===== src/rtl/tslide_pkg.sv =====
// tslide_pkg: shared constants and counter-width helper for the tslide debounce block
package tslide_pkg;
  localparam int LED_W = 8;
  localparam int DB_CYCLES_25MHZ_10MS = 250000;
  function automatic int cnt_w(input int cycles);
    return $clog2(cycles);
  endfunction
endpackage


===== src/rtl/tslide_debounce_if.sv =====
// tslide_debounce_if: switch/button inputs and debounced/LED outputs of tslide_debounce
// Ports: sw, pb_n (raw inputs); sw_state, pb_state, pb_press, pb_latch, pmodledg, pmodledr (results).
// TSLIDE_PRESSCNT_EN adds press_cnt.
interface tslide_debounce_if
  import tslide_pkg::*;
#(
  parameter int N_SW = 4,
  parameter int N_PB = 4
);
  logic [N_SW-1:0] sw;
  logic [N_PB-1:0] pb_n;
  logic [N_SW-1:0] sw_state;
  logic [N_PB-1:0] pb_state;
  logic [N_PB-1:0] pb_press;
  logic [N_PB-1:0] pb_latch;
  logic [LED_W-1:0] pmodledg;
  logic [LED_W-1:0] pmodledr;
`ifdef TSLIDE_PRESSCNT_EN
  logic [7:0] press_cnt;
  modport master (output sw, pb_n, input sw_state, pb_state, pb_press, pb_latch, pmodledg, pmodledr, press_cnt);
  modport slave (input sw, pb_n, output sw_state, pb_state, pb_press, pb_latch, pmodledg, pmodledr, press_cnt);
`else
  modport master (output sw, pb_n, input sw_state, pb_state, pb_press, pb_latch, pmodledg, pmodledr);
  modport slave (input sw, pb_n, output sw_state, pb_state, pb_press, pb_latch, pmodledg, pmodledr);
`endif
endinterface


===== src/rtl/debounce_ch.sv =====
// debounce_ch: one channel of 2-flop synchroniser, debounce counter and stable register
// Ports: clk_25mhz, reset (sync, active-high), din (raw, active-high), dout (debounced).
module debounce_ch
  import tslide_pkg::*;
#(
  parameter int DB_CYCLES = DB_CYCLES_25MHZ_10MS
) (
  input  logic clk_25mhz,
  input  logic reset,
  input  logic din,
  output logic dout
);
  localparam int CW = cnt_w(DB_CYCLES);
  localparam logic [CW-1:0] LAST = CW'(DB_CYCLES - 1);
  logic [1:0] sync_q, sync_d;
  logic [CW-1:0] cnt_q, cnt_d;
  logic stable_q, stable_d;
  logic synced;
  assign synced = sync_q[1];
  always_comb begin
    sync_d = {sync_q[0], din};
    cnt_d = (synced == stable_q || cnt_q == LAST) ? '0 : cnt_q + 1'b1;
    stable_d = (synced != stable_q && cnt_q == LAST) ? synced : stable_q;
  end
  always_ff @(posedge clk_25mhz) begin
    if (reset) begin
      sync_q <= '0;
      cnt_q <= '0;
      stable_q <= 1'b0;
    end else begin
      sync_q <= sync_d;
      cnt_q <= cnt_d;
      stable_q <= stable_d;
    end
  end
  assign dout = stable_q;
endmodule


===== src/rtl/tslide_debounce.sv =====
// tslide_debounce: debounced slide switches and push buttons with press pulses, toggles and pmod LEDs
// Ports: clk_25mhz, reset (sync, active-high), io (tslide_debounce_if.slave).
// TSLIDE_PRESSCNT_EN adds an 8-bit press counter that also drives the red LEDs.
module tslide_debounce
  import tslide_pkg::*;
#(
  parameter int N_SW = 4,
  parameter int N_PB = 4,
  parameter int DB_CYCLES = DB_CYCLES_25MHZ_10MS,
  parameter int PB_TOGGLE = 0
) (
  input logic clk_25mhz,
  input logic reset,
  tslide_debounce_if.slave io
);
  logic [N_SW-1:0] sw_st;
  logic [N_PB-1:0] pb_st;
  logic [N_PB-1:0] pb_prev_q, pb_prev_d;
  logic [N_PB-1:0] pb_press_q, pb_press_d;
  logic [N_PB-1:0] pb_latch_q, pb_latch_d;
  logic [LED_W-1:0] led_g, led_r;
  for (genvar i = 0; i < N_SW; i++) begin : g_sw
    debounce_ch #(.DB_CYCLES(DB_CYCLES)) u_ch (
      .clk_25mhz(clk_25mhz),
      .reset(reset),
      .din(io.sw[i]),
      .dout(sw_st[i])
    );
  end
  // buttons are inverted ahead of the synchroniser so every channel is active-high
  for (genvar i = 0; i < N_PB; i++) begin : g_pb
    debounce_ch #(.DB_CYCLES(DB_CYCLES)) u_ch (
      .clk_25mhz(clk_25mhz),
      .reset(reset),
      .din(~io.pb_n[i]),
      .dout(pb_st[i])
    );
  end
  always_comb begin
    pb_prev_d = pb_st;
    pb_press_d = pb_st & ~pb_prev_q;
    pb_latch_d = pb_latch_q ^ pb_press_d;
  end
  always_ff @(posedge clk_25mhz) begin
    if (reset) begin
      pb_prev_q <= '0;
      pb_press_q <= '0;
      pb_latch_q <= '0;
    end else begin
      pb_prev_q <= pb_prev_d;
      pb_press_q <= pb_press_d;
      pb_latch_q <= pb_latch_d;
    end
  end
`ifdef TSLIDE_PRESSCNT_EN
  logic [7:0] press_cnt_q, press_cnt_d;
  always_comb press_cnt_d = press_cnt_q + 8'($countones(pb_press_q));
  always_ff @(posedge clk_25mhz) begin
    if (reset) press_cnt_q <= '0;
    else press_cnt_q <= press_cnt_d;
  end
  assign io.press_cnt = press_cnt_q;
`endif
  // red bank is mirrored: button 0 lights bit 7
  always_comb begin
    led_g = '0;
    led_r = '0;
    for (int i = 0; i < N_SW; i++) led_g[i] = sw_st[i];
    for (int i = 0; i < N_PB; i++) led_r[LED_W-1-i] = (PB_TOGGLE != 0) ? pb_latch_q[i] : pb_st[i];
`ifdef TSLIDE_PRESSCNT_EN
    led_r = press_cnt_q;
`endif
  end
  assign io.sw_state = sw_st;
  assign io.pb_state = pb_st;
  assign io.pb_press = pb_press_q;
  assign io.pb_latch = pb_latch_q;
  assign io.pmodledg = led_g;
  assign io.pmodledr = led_r;
endmodule


===== src/flat_wrapper.sv =====
// flat-port wrapper written by rule: the top's interface ports become plain ports
module tslide_debounce_flat import tslide_pkg::*;
#(
  parameter int N_SW = 4,
  parameter int N_PB = 4,
  parameter int DB_CYCLES = DB_CYCLES_25MHZ_10MS,
  parameter int PB_TOGGLE = 0
)
  (clk_25mhz, reset, io_sw, io_pb_n, io_sw_state, io_pb_state, io_pb_press, io_pb_latch, io_pmodledg, io_pmodledr);
  tslide_debounce_if #(.N_SW(N_SW), .N_PB(N_PB)) io_i ();
  input logic clk_25mhz;
  input logic reset;
  input wire logic [$bits(io_i.sw)-1:0] io_sw;
  input wire logic [$bits(io_i.pb_n)-1:0] io_pb_n;
  output wire logic [$bits(io_i.sw_state)-1:0] io_sw_state;
  output wire logic [$bits(io_i.pb_state)-1:0] io_pb_state;
  output wire logic [$bits(io_i.pb_press)-1:0] io_pb_press;
  output wire logic [$bits(io_i.pb_latch)-1:0] io_pb_latch;
  output wire logic [$bits(io_i.pmodledg)-1:0] io_pmodledg;
  output wire logic [$bits(io_i.pmodledr)-1:0] io_pmodledr;
  assign io_i.sw = io_sw;
  assign io_i.pb_n = io_pb_n;
  assign io_sw_state = io_i.sw_state;
  assign io_pb_state = io_i.pb_state;
  assign io_pb_press = io_i.pb_press;
  assign io_pb_latch = io_i.pb_latch;
  assign io_pmodledg = io_i.pmodledg;
  assign io_pmodledr = io_i.pmodledr;
  tslide_debounce #(.N_SW(N_SW), .N_PB(N_PB), .DB_CYCLES(DB_CYCLES), .PB_TOGGLE(PB_TOGGLE)) u_core (.clk_25mhz(clk_25mhz), .reset(reset), .io(io_i));
endmodule

===== config.mk =====
export PLATFORM = sky130hd
export DESIGN_NAME = tslide_debounce_flat
export DESIGN_NICKNAME = d
export VERILOG_FILES = /design/src/rtl/tslide_pkg.sv /design/src/rtl/tslide_debounce_if.sv /design/src/rtl/debounce_ch.sv /design/src/rtl/tslide_debounce.sv /design/src/flat_wrapper.sv
export SDC_FILE = /design/constraint.sdc
export NUM_CORES = 1
export LEC_CHECK = 0
export ABC_CLOCK_PERIOD_IN_PS = 2000
export CAP_MARGIN = 10
export CORE_MARGIN = 5
export CORE_UTILIZATION = 41
export CTS_CLUSTER_SIZE = 16
export DETAILED_ROUTE_END_ITERATION = 16
export SETUP_SLACK_MARGIN = 0.02
export SLEW_MARGIN = 20
export SYNTH_ARGS = -nofsm -noshare
export SYNTH_HDL_FRONTEND = slang
export SYNTH_SLANG_ARGS = --single-unit

===== constraint.sdc =====
create_clock -name clk_25mhz -period 2 [get_ports clk_25mhz]
set_input_delay 0.4 -clock clk_25mhz [delete_from_list [all_inputs] [get_ports clk_25mhz]]
set_output_delay 0.4 -clock clk_25mhz [all_outputs]
set_load 0.005 [all_outputs]

==> results of run 1 <==
==> power by group through the flow <==
stage               sequential, uW  combinational (uW)  clock, uW
floorplan                     3690                71.1          0
global placement              3690                 104          0
detailed placement            3700                 104          0
CTS                           3610                 104       3380
global route                  3610                 115       3520
finish                        3610                 102       3250
==> cell families (layout without fill, tap and decap cells) <==
family / Yosys count / after routing / synth area share [%]
AO/OA/AOI/OAI: 47 / 47 / 3.90
XOR/XNOR: 124 / 124 / 13.7
adder cells (fa/ha/maj): 8 / 8 / 1.27
buffers and inverters: 66 / 120 / 4.53
flip-flops: 180 / 180 / 45.6
multiplexers: 3 / 3 / 0.380
other: 1 / 8 / 0.0475
AND/OR/NAND/NOR: 455 / 455 / 30.5
==> registers in the layout (all words and copies together), names as in the netlist <==
signal / count
u_core.g_sw.u_ch.dout: 4
u_core.io.pb_press: 4
u_core.g_sw.u_ch.cnt_q: 72
u_core.pb_prev_q: 4
u_core.io.pb_latch: 4
u_core.g_sw.u_ch.sync_q: 8
u_core.g_pb.u_ch.cnt_q: 72
u_core.g_pb.u_ch.sync_q: 8
u_core.g_pb.u_ch.dout: 4
==> worst paths after layout <==
check                           slack [ns]                       endpoint
worst min-delay path                  0.42          u_core.io.pb_latch[3]
worst min register to register        0.43  u_core.g_pb[1].u_ch.sync_q[1]
worst max register to register        0.21  u_core.g_pb[0].u_ch.cnt_q[16]
worst max-delay path                  0.17                 io_pb_state[2]
==> metal layers <==
layer	up-vias	GRT usage, %	part of all wire [%]
li1	3129	-	-
met1	2718	18.5	51
met2	71	21.2	44
met3	17	3.13	2.7
met4	0	5.40	1.5
met5	-	0	0
==> synth_stat cells (6+ instances only) <==
master      n
clkbuf_1   10
nor2_1    165
buf_4      26
nor2b_1    24
dfxtp_1   180
or2_2       6
and3_1      9
nand4_1    34
xor2_1     20
o21ai_0    10
nor3_1     31
xnor2_1   104
inv_1      25
nor4b_1    11
nor4_1     41
o31ai_1     8
ha_1        8
a21oi_1    17
or4_1       9
or3_1       7
nand3_1    52
nand2_1    37
==> cell type report <==
class | instances | area [sq um] | share of cell area [%]
Clock buffer | 20 | 447 | 4.90
Sequential cell | 180 | 3600 | 39.5
Timing Repair Buffer | 63 | 551 | 6.03
Inverter | 25 | 93.8 | 1.03
Tap cell | 260 | 325 | 3.57
Multi-Input combinational cell | 645 | 3970 | 43.5
Clock inverter | 12 | 131 | 1.44
==> per-stage QoR <==
stage / std cells / cell area (sq um) / power [uW] / util (%)
finish: 1205 / 9130 / 6970 / 48.5
floorplan: 891 / 7930 / 3760 / -
detailed placement: 1173 / 8540 / 3800 / 45.4
CTS: 1205 / 9120 / 7090 / 48.4
global placement: 1173 / 8540 / 3800 / 45.4
global route: 1205 / 9130 / 7250 / 48.5
==> placed cells by master (no fill, tap or decap), drive strengths merged, types with 3 or more instances in the layout <==
cell	instances
o41ai	3
a21oi	17
buf	31
nand2b	3
xor2	20
or4	9
xnor2	104
nand4	38
nor4b	11
or4b	4
or3b	3
nor2b	24
and4	4
nand3	54
clkinvlp	4
nor4	42
nor3	31
clkbuf	20
o31ai	8
clkinv	5
or3	8
and3	9
clkdlybuf4s50	32
nor2	165
dfxtp	180
mux2i	3
conb	8
o21ai	17
inv	26
nand2	37
ha	8
or2	6
==> timing repair <==
action	in CTS	in global routing
buffers inserted	0	0
gates resized for setup	0	1
setup endpoints to repair	0	2
==> summary.md, run 1 <==
| Metric | Value |
|---|---|
| Status | `finished, final reports clean` |
| Share of layout cells above drive strength 1 | `8.89%` |
| P_int | `5520 uW` |
| Post-CTS Hold Buffers | `0` |
| Fmax | `0.546 GHz` |
| Die area | `0.0222 sq mm` |
| Antenna viol nets, final | `0` |
| Clk root buf | `clkbuf_16` |
| CTS sink count | `180` |
| Via count | `5935` |
| Hold Violations, Final | `0` |
| Area contributors post-synth | `dfxtp_1 46%, xnor2_1 12%, nor2_1 7.8%` |
| Mean routed wirelength per cell | `11.9 um` |
| Initial cell density of the core | `42.0%` |
| NumNets Final | `950` |
| Total GRT Usage | `13.7%` |
| Post-synth EDFFs | `0` |
| Vias in the first global route | `5451` |
| Largest net degree at the start of global routing | `24` |
| Final wirelength | `14400 um` |
| R2R depth | `5` |
| R2R Path Start | `u_core.g_pb[0].u_ch.cnt_q[0]` |
| Fillers | `1826` |
| First-pass DRT Iterations | `4` |
| Switch Pwr | `roughly 1400 uW` |
| Asr flop ratio synth | `0%` |
| Diode count | `0` |
| Worst Setup Start Kind | `flip-flop` |
| Clock share of power | `46.7%` |
| Critical path origin | `u_core.g_pb[2].u_ch.dout` |
| Htree depth | `4` |
| Critical Path Stages | `1` |
| Hold path cells | `2` |
| Crit path max-delay family | `buffers and inverters` |
| Seq/Total Area, Yosys | `45.6%` |
| Area delta synth->final | `15.5%` |
| RSZ-0062 raised after global routing | `no` |
| Slew Viols, Final | `0` |
| Tmin final | `1.83 ns` |
| CORE AREA | `between 0.015 and 0.02 sq mm` |
| Critical path fanouts, max | `5` |
| Yosys cell types | `47` |
| # port buffers | `33` |
| Number of buffers created by CTS | `17` |
| Critical Path AT | `1.43 ns` |
| Initial antenna violation count | `0` |
| CTS tree | `yes` |
| Final Cycle Share | `91.5%` |
| Crit path capture type | `output pin` |
| Min-Delay Path Class | `input port to flip-flop` |
| P per Cell Area | `764 mW/mm^2` |
| CP max-delay cell | `clkdlybuf4s50_1` |
| Synth Warn # | `0` |
| Leak | `0.00270 uW` |
| Final setup violation count | `0` |
| Synthesized area | `0.00790 sq mm` |
| Synth area leader | `dfxtp_1` |
| Flop pwr share | `between 50% and 60%` |
| Mapped Cells | `884` |
| DR iter-0 viols | `366` |
| Routability cong. | `about 0.8` |
| Net Sw Frac | `between 20% and 30%` |
| Crit-path cells | `clkdlybuf4s50_1` |
| Via density | `4.93` |
| CTS Buffer Depth | `2` |
| Hold path startpoint | `reset` |
| Die height | `149 um` |
| Top_reg_cell synth | `dfxtp_1` |
| Crit Path Class | `flip-flop to output pin` |
| Area share of the largest cell type after synthesis | `45.6%` |
| Worst clock skew | `0.00763 ns` |
| MaxCap Viol Count | `0` |
| Die X-Extent | `149 um` |
| Setup TNS | `0 ns` |
| VDD IR max | `approximately 0.64 mV` |
| Post-Place Worst Slack | `0.208 ns` |
| Crit-path max cell delay | `0.55 ns` |
| Worst skew pair latency | `between 0.4 and 0.5 ns` |
| Top-level I/O count | `42` |
| Grt ovf | `0` |
| Cell Rows | `50` |
| Synth Register Bits | `180` |
| Drc violations | `0` |
| Comb pwr share | `1.5%` |
| Post-Syn Area per Cell | `slightly below 9 sq um` |
| WP buf/inv | `1` |
| Post-DP HPWL | `10200 um` |
| Req. time, crit path | `1.60 ns` |
| Final worst-path setup slack | `around 0.17 ns` |
| Worst hold slack | `0.418 ns` |
| First-pass GRT wire length | `approximately 25000 um` |
| Clk slew on worst S/H paths | `0.07 ns` |
No activity file was read; power rests on OpenSTA's default activity.
==> run 2: changes to the inputs <==
Settings changed: CAP_MARGIN 10 to 20, SLEW_MARGIN 20 to 15.
==> results of run 2 <==
The final DEF is identical to that of run 1; final timing and power are the same.
==> run 3: changes to the inputs <==
Settings changed: CORE_UTILIZATION 41 to 23, TNS_END_PERCENT from default to 30.
==> run 3 against run 2 <==
Effect of this change:
- sequential share of layout area fell by 0.88 points
- design area is 2.3% higher
- sequential cell count is the same
- highest routed layer unchanged
==> summary.md, run 3 (synthesis results as in run 1) <==
| Metric | Value |
|---|---|
| Post-Place Worst Slack | `0.216 ns` |
| Via density | `4.30` |
| Setup TNS | `0 ns` |
| Crit path capture type | `output pin` |
| Number of buffers created by CTS | `17` |
| Crit Path Class | `flip-flop to output pin` |
| Total GRT Usage | `slightly above 8%` |
| Crit path max-delay family | `buffers and inverters` |
| Mean routed wirelength per cell | `10.9 um` |
| First-pass DRT Iterations | `5` |
| Final worst-path setup slack | `0.190 ns` |
| Largest net degree at the start of global routing | `22` |
| Area delta synth->final | `18.1%` |
| Fmax | `0.552 GHz` |
| Crit-path cells | `clkdlybuf4s50_1` |
| Via count | `5951` |
| Final Cycle Share | `90.5%` |
| Number of gates resized after CTS | `0` |
| Footprint of the multi-input gates | `0.00397 sq mm` |
| Slew Viols, Final | `0` |
| Final setup violation count | `0` |
| Cell Rows | `67` |
| CTS Buffer Depth | `2` |
| Critical path fanouts, max | `6` |
| Finished Layout Cells | `1385` |
| Grt ovf | `0` |
| CTS tree | `yes` |
| Hold Violations, Final | `0` |
| Drc violations | `0` |
| Clk root buf | `clkbuf_16` |
| Post-CTS Hold Buffers | `0` |
| Vias in the first global route | `5576` |
| Leak | `~0.0027 uW` |
| DR iter-0 viols | `around 240` |
| Final wirelength | `between 15000 and 20000 um` |
| Worst skew pair latency | `0.42 ns` |
| Fillers | `3582` |
| Share of layout cells above drive strength 1 | `8.11%` |
| Clk slew on worst S/H paths | `0.06 ns` |
| VDD IR max | `0.481 mV` |
| Post-layout util | `27.7%` |
| CTS sink count | `180` |
| CORE AREA | `0.0337 sq mm` |
| Status | `finished, final reports clean` |
| MaxCap Viol Count | `0` |
| Critical Path AT | `1.41 ns` |
| Min-Delay Path Class | `input port to flip-flop` |
| Post-CTS Setup Bufs | `0` |
| NumNets Final | `between 900 and 1000` |
| Biggest regs | `u_core.g_pb.u_ch.cnt_q: 72 flops, u_core.g_sw.u_ch.cnt_q: 72 flops` |
| WP buf/inv | `1` |
| Worst clock skew | `0.0104 ns` |
| Commonest non-fill, non-tap cell in the layout | `dfxtp_1` |
| Diode count | `0` |
| Initial cell density of the core | `between 20% and 30%` |
| Die X-Extent | `just under 200 um` |
| Post-layout power | `7010 uW` |
| Top-level I/O count | `42` |
| P per Cell Area | `751 mW/mm^2` |
| Placed cells | `1353` |
| # port buffers | `33` |
| Commonest non-fill, non-tap cells in the layout | `180 x dfxtp_1, 165 x nor2_1, 104 x xnor2_1` |
| Worst Setup Start Kind | `flip-flop` |
| First-pass GRT wire length | `26200 um` |
| Req. time, crit path | `between 1.5 and 2 ns` |
| Htree depth | `4` |
| CP max-delay cell | `clkdlybuf4s50_1` |
| Routability cong. | `a little under 0.8` |
| Crit-path max cell delay | `around 0.55 ns` |
| Post-DP HPWL | `about 11000 um` |
| Sequential cell area | `0.00360 sq mm` |
| Initial antenna violation count | `0` |
| Die area | `0.0382 sq mm` |
| Tmin final | `1.81 ns` |
| Antenna viol nets, final | `0` |
| RSZ-0062 raised after global routing | `no` |
| Die height | `195 um` |
==> run 3: cell count changes in the layout (fill, tap and decap cells not counted), moves of 2 or more <==
| cell | change |
|---|---|
| clkinvlp_4 | -2 |
| inv_6 | +4 |
| buf_12 | +3 |
| buf_4 | -11 |
==> run 3: final cells by class <==
class                      count  area share, %
clock buffer                  18           4.60
clock inverter                14           1.62
inverter                      25           1.01
multi-input combinational    645           42.5
timing repair buffer          55           5.66
sequential                   180           38.6
tap                          448           6.01
==> run 3: path summary, 6_finish.rpt <==
path              depth (start not counted)                    startpoint  slack (ns)                            end
setup / recovery                          1      u_core.g_pb[1].u_ch.dout        0.19                 io_pb_state[1]
hold / removal                            2                         reset        0.41          u_core.io.pb_latch[1]
setup reg to reg                          5  u_core.g_pb[0].u_ch.cnt_q[0]        0.21  u_core.g_pb[0].u_ch.cnt_q[16]
hold reg to reg                           1           u_core.pb_prev_q[3]        0.43          u_core.io.pb_press[3]
==> run 3: metal layers <==
| metal | part of all wire [%] | vias to the layer above | global-route usage, % |
|---|---|---|---|
| met5 | 0 | - | 0 |
| met4 | 0.93 | 0 | 2.40 |
| met3 | 4.3 | 10 | 2.12 |
| met2 | 45 | 82 | 13.0 |
| met1 | 50 | 2733 | 10.6 |
| li1 | - | 3126 | - |
==> run 3: where the power goes <==
| group | switching, uW | total [uW] | leakage, uW | internal, uW |
|---|---|---|---|---|
| sequential | 12.3 | 3620 | 0.00145 | 3600 |
| clock | 1430 | 3290 | 0.000282 | 1860 |
| combinational | 58.6 | 106 | 0.000961 | 46.9 |
==> run 3: per-stage QoR <==
stage                     hold WS, ns  area [sq um]
after floorplan                 0.392          7930
after global placement          0.420          8750
after detailed placement        0.423          8750
after CTS                       0.402          9330
after global routing            0.431          9330
final                           0.409          9330
